## src/rtl/cplx_pkg.sv

```systemverilog
// Shared types and constants for the complex add/sub arbiter slice.
// Complex words are packed {re, im} with re in the upper half.
package cplx_pkg;

  localparam int unsigned PART_LEN = 8;

  typedef struct packed {
    logic [PART_LEN-1:0] re;
    logic [PART_LEN-1:0] im;
  } cplx_t;

  localparam logic OP_ADD = 1'b1;
  localparam logic OP_SUB = 1'b0;

  typedef enum logic {
    REQ0 = 1'b0,
    REQ1 = 1'b1
  } req_id_e;

endpackage : cplx_pkg

```

## src/rtl/cplx_addsub.sv

```systemverilog
// Combinational complex add/sub: the real and imaginary parts have separate
// adders, so no carry or borrow ever crosses from the imaginary into the real part.
module cplx_addsub
  import cplx_pkg::*;
#(
  parameter int unsigned PART_LEN = cplx_pkg::PART_LEN
) (
  input  logic [2*PART_LEN-1:0] a,
  input  logic [2*PART_LEN-1:0] b,
  input  logic                  asn,
  output logic [2*PART_LEN-1:0] y
);

  logic [PART_LEN-1:0] a_re, a_im, b_re, b_im;
  logic [PART_LEN-1:0] y_re, y_im;

  assign a_re = a[2*PART_LEN-1:PART_LEN];
  assign a_im = a[PART_LEN-1:0];
  assign b_re = b[2*PART_LEN-1:PART_LEN];
  assign b_im = b[PART_LEN-1:0];

  // Results are truncated to PART_LEN, giving modulo-2^PART_LEN wrap per part.
  always_comb begin
    if (asn == OP_ADD) begin
      y_re = a_re + b_re;
      y_im = a_im + b_im;
    end else begin
      y_re = a_re - b_re;
      y_im = a_im - b_im;
    end
  end

  assign y = {y_re, y_im};

endmodule : cplx_addsub

```

## src/rtl/cplx_as_arbiter.sv

```systemverilog
// Round-robin arbiter sharing one complex add/sub datapath between two
// requesters, with a 1-deep result register on a valid/ready response channel.
module cplx_as_arbiter
  import cplx_pkg::*;
#(
  parameter int unsigned PART_LEN = cplx_pkg::PART_LEN,
  parameter int unsigned CNT_W    = 16
) (
  input  logic                  clk,
  input  logic                  rstn,

  input  logic                  req0_valid,
  output logic                  req0_ready,
  input  logic [2*PART_LEN-1:0] req0_a,
  input  logic [2*PART_LEN-1:0] req0_b,
  input  logic                  req0_asn,

  input  logic                  req1_valid,
  output logic                  req1_ready,
  input  logic [2*PART_LEN-1:0] req1_a,
  input  logic [2*PART_LEN-1:0] req1_b,
  input  logic                  req1_asn,

  output logic                  res_valid,
  input  logic                  res_ready,
  output logic [2*PART_LEN-1:0] res_data,
  output logic                  res_id,
  output logic [CNT_W-1:0]      op_cnt
);

  req_id_e               last_grant;
  req_id_e               grant_id;
  logic                  grant_valid;
  logic                  slot_free;
  logic                  consume;
  logic [2*PART_LEN-1:0] mux_a, mux_b;
  logic                  mux_asn;
  logic [2*PART_LEN-1:0] op_result;

  // The slot frees up in the same cycle the consumer takes the old result,
  // which is what allows one accepted op per cycle.
  assign slot_free = !res_valid || res_ready;
  assign consume   = res_valid && res_ready;

  // NOTE: every signal driven here gets a default first so no path can leave
  // it unassigned and infer a latch.
  always_comb begin
    grant_valid = 1'b0;
    grant_id    = REQ0;
    if (rstn && slot_free) begin
      unique case ({req1_valid, req0_valid})
        2'b01: begin
          grant_valid = 1'b1;
          grant_id    = REQ0;
        end
        2'b10: begin
          grant_valid = 1'b1;
          grant_id    = REQ1;
        end
        2'b11: begin
          grant_valid = 1'b1;
          grant_id    = (last_grant == REQ0) ? REQ1 : REQ0;
        end
        default: begin
          grant_valid = 1'b0;
          grant_id    = REQ0;
        end
      endcase
    end
  end

  assign req0_ready = grant_valid && (grant_id == REQ0);
  assign req1_ready = grant_valid && (grant_id == REQ1);

  // Only the granted requester's operands reach the shared datapath.
  always_comb begin
    if (grant_id == REQ1) begin
      mux_a   = req1_a;
      mux_b   = req1_b;
      mux_asn = req1_asn;
    end else begin
      mux_a   = req0_a;
      mux_b   = req0_b;
      mux_asn = req0_asn;
    end
  end

  cplx_addsub #(
    .PART_LEN (PART_LEN)
  ) u_addsub (
    .a   (mux_a),
    .b   (mux_b),
    .asn (mux_asn),
    .y   (op_result)
  );

  // NOTE: state is updated with non-blocking assignments so every register
  // samples pre-edge values regardless of statement order.
  always_ff @(posedge clk) begin
    if (!rstn) begin
      res_valid  <= 1'b0;
      res_data   <= '0;
      res_id     <= 1'b0;
      op_cnt     <= '0;
      last_grant <= REQ1;
    end else begin
      if (consume) begin
        op_cnt <= op_cnt + 1'b1;
      end
      if (grant_valid) begin
        res_data   <= op_result;
        res_id     <= grant_id;
        res_valid  <= 1'b1;
        last_grant <= grant_id;
      end else if (consume) begin
        res_valid  <= 1'b0;
      end
    end
  end

endmodule : cplx_as_arbiter

```

## config.mk

```make
export PLATFORM = sky130hd
export DESIGN_NAME = cplx_as_arbiter
export DESIGN_NICKNAME = d
export VERILOG_FILES = /design/src/rtl/cplx_pkg.sv /design/src/rtl/cplx_addsub.sv /design/src/rtl/cplx_as_arbiter.sv
export SDC_FILE = /design/constraint.sdc
export NUM_CORES = 1
export LEC_CHECK = 0
export CORE_UTILIZATION = 49
export DETAILED_ROUTE_END_ITERATION = 12
export PLACE_DENSITY_LB_ADDON = 0.12
export SYNTH_ARGS = -nofsm -noshare
export SYNTH_HDL_FRONTEND = slang
export SYNTH_HIERARCHICAL = 1
export SYNTH_SLANG_ARGS = --single-unit
```

## constraint.sdc

```tcl
create_clock -name clk -period 7.6 [get_ports clk]
set_input_delay 1.14 -clock clk [delete_from_list [all_inputs] [get_ports clk]]
set_output_delay 1.14 -clock clk [all_outputs]
set_load 0.05 [all_outputs]
```

==> flow_metrics.tcl <==
set metrics [dict create \
    status "finished clean" \
    globalplace.congestion 0.8155 \
    skew_ns 0.006683 \
    reg2reg_from "last_grant" \
    crit_path_end "res_data[14]" \
    p_per_area_nw_per_um2 160.1 \
    synth-edff-count 0 \
    wl_um 6099 \
    fin_crit_sh 0.6186 \
    antenna_found_initial 0 \
    tightest_slew_ns 0.6305 \
    grt.met1_usage 0.2313 \
    yosysTopAreaCell "dfxtp_1" \
    syn-cell-area_um2 2947 \
    core_region_area_um2 5642 \
    grt_max_degree 40 \
    insertion_delay_ns 0.28 \
    async_flop_share 0 \
    finalHoldViolCount 0 \
    cts_buffer_depth 2 \
    hpwl_um 5034 \
    ys_ff_latch 35 \
    max_cap_viol_count 0 \
    synth_cells 301 \
    use_met2 0.3556 \
    r2r_slack_ns 3.99 \
    rr_endpoint "res_data[14]" \
    crit_path_top_delay_cell "clkdlybuf4s50_1" \
    swShare 0.3566 \
    dieArea_um2 6327 \
    initial_utilization 0.5223 \
    share_comb_of_total_power 0.482 \
    drtIter0Drc 40 \
    finalPower_w 0.0006602 \
    netlist_top_cells_area "dfxtp_1 24%, mux2_4 14%, ha_1 7.2%" \
    clockRootBuffer "clkbuf_8" \
    dr.pass1.iters 4 \
    synth_most_common_cell "dfxtp_1" \
    cts_setup_buffers 0 \
    ys_seq_area_frac 0.2378 \
    diodes 0 \
    worst-path-buf-inv 2 \
    clkSinkCount 35 \
    synthTopCellsByCount "35 x dfxtp_1, 27 x mux2_4, 23 x xnor2_1" \
    hold_class "flop to flop" \
    ios 107 \
    nets 496 \
    die_h_um 79.55 \
    io_buffers 106 \
    max_stage_delay_ns 0.64 \
    cp_data_required_time_ns 7.77 \
    route.detailed.drc 0 \
    synthDistinctLibCells 45 \
    layout-drive-gt1-share 0.1478 \
    num_rows 27 \
    switching_power_w 0.0002354 \
    syn_nets 391 \
    yosys_warnings 6 \
    seq_power_share 0.316 \
    synth_area_per_cell_um2 9.789 \
    busiest_layer "met2" \
    finalMaxSlewViolations 0 \
    pwr-share-clk 0.202 \
    grt_pass1_wl_um 10230 \
    fillers 430 \
    clk_pin_slew_ns 0.06 \
    drt-wirelength-per-cell_um 12.76 \
    vias 2420 \
    ff2ff_path_depth 13 \
    fmax_ghz 0.2127 \
    grt_overflow_total 0 \
    crit_path_cell_trace "clkdlybuf4s50_1, nand2b_2, nand3_4, mux2_4, inv_1, ha_1, mux2_2, fa_1, a21o_1, a21oi_1, nand4b_1, nand4_1, mux2i_1, nor2b_1" \
    die_w_um 79.55 \
    cp-start-kind "input port" \
    synth_flop_cell "dfxtp_1" \
    detail-route-antenna-nets 0 \
    max_slew_margin 0.5797 \
    grt_pass1_vias 2361 \
    cp-startpoint "res_ready" \
    tns_ns 0 \
    crit_type "input port to flop" \
    rsz0062_at_grt "false" \
    period_needed_ns 4.702 \
    cts-resized-gates 0 \
    leakagePower_nw 1.832 \
    cts_hold_buffers 0 \
    htreeDepth 2 \
    irDropWorstVdd_mv 0.08406 \
    end_kind "flop" \
    setup_viol 0 \
    via_per_inst 5.063 \
    crit_path_max_fanout 36 \
    numCtsBuffers 5 \
    area_growth_pct 39.96 \
    arrival_ns 4.88 \
    cp_num_cells 14 \
    grt_use_met3 0.05486 \
    internal-power_w 0.0004248 \
    crit_family "simple AND/OR/NAND/NOR gates" \
    cts_tree "yes" \
    track_usage 0.2060 \
    synth_top_area_share 0.2378 \
]
area by class of cell:
type / instances / area (um2) / area share
multi-input cells: 236 / 2095 / 0.5079
repair buffers: 108 / 1076 / 0.2609
flip-flops and latches: 35 / 700.7 / 0.1699
clock buffers: 6 / 82.58 / 0.02002
inverters: 20 / 75.07 / 0.01820
clock inverters: 1 / 5.005 / 0.001214
well taps: 72 / 90.09 / 0.02184
cells in the final DEF, fill, tap and decap left out, types with 4 or more instances in the layout:
cell type,n
o21bai_1,4
nand2_1,13
clkdlybuf4s50_1,106
nand4_1,4
and2_1,12
clkbuf_8,6
ha_1,17
mux2_2,8
nor2_1,13
xnor2_1,23
a21oi_1,5
dfxtp_1,35
nand3_1,11
inv_1,20
xor2_1,13
nor3_1,5
nor3_2,4
mux2i_1,18
nor2b_1,17
a31oi_1,6
mux2_4,27
cells by family after synthesis:
family,Yosys count,synth area share
compound gates,31,0.08110
xor+xnor,36,0.1070
fa+ha+maj,19,0.08577
buf+inv,30,0.05137
flops,35,0.2378
mux,53,0.2293
simple gates,97,0.2076
worst register-to-register path, delay by kind of cell, from the launching register on:
family / cells / cell delay (ns)
AND/OR/NAND/NOR: 4 / 0.82
multiplexers: 3 / 0.96
buffers and inverters: 1 / 0.06
adder cells (fa/ha/maj): 2 / 0.66
flip-flops: 1 / 0.32
AO/OA/AOI/OAI: 3 / 0.68
flip-flops by register name, summed over array words and instances, names as in the netlist:
name	cells
res_id	1
res_data	16
op_cnt	16
res_valid	1
last_grant	1
power groups by stage:
stage                     logic, W  clock network (W)  registers [W]
after detailed placement  0.000319                  0       0.000213
final                     0.000318           0.000133       0.000208
after floorplan           0.000179                  0       0.000259
after global placement    0.000314                  0       0.000212
after CTS                 0.000320           0.000138       0.000209
after global routing      0.000348           0.000146       0.000210
per-layer routing:
metal / part of all wire / vias to the layer above / routed length [um]
li1: - / 1252 / -
met1: 0.42 / 1066 / 2588
met2: 0.47 / 87 / 2878
met3: 0.072 / 15 / 438
met4: 0.032 / 0 / 193
met5: 0 / - / 0
per-stage QoR:
step / util / cells / hold slack, ns / cell area, um2 / worst slack, ns
3_3_place_gp: 0.7155 / 471 / 0.4405 / 4036 / 2.688
5_1_grt: 0.7310 / 478 / 0.4880 / 4124 / 2.698
6_report: 0.7310 / 478 / 0.4679 / 4124 / 2.898
2_1_floorplan: - / 301 / 0.4408 / 2947 / 3.681
3_5_place_dp: 0.7155 / 471 / 0.4488 / 4036 / 2.587
4_1_cts: 0.7310 / 478 / 0.4683 / 4124 / 2.864
how the worst min path moves through the flow:
| stage | start | to | slack, ns | cells after the start |
|---|---|---|---|---|
| floorplan | last_grant | last_grant | 0.44 | 2 |
| global placement | res_id | res_id | 0.44 | 2 |
| detailed placement | res_id | res_id | 0.45 | 2 |
| CTS | res_id | res_id | 0.47 | 2 |
| global route | res_id | res_id | 0.49 | 2 |
| finish | res_id | res_id | 0.47 | 2 |
Note: power is estimated with default switching activity, not from simulation.
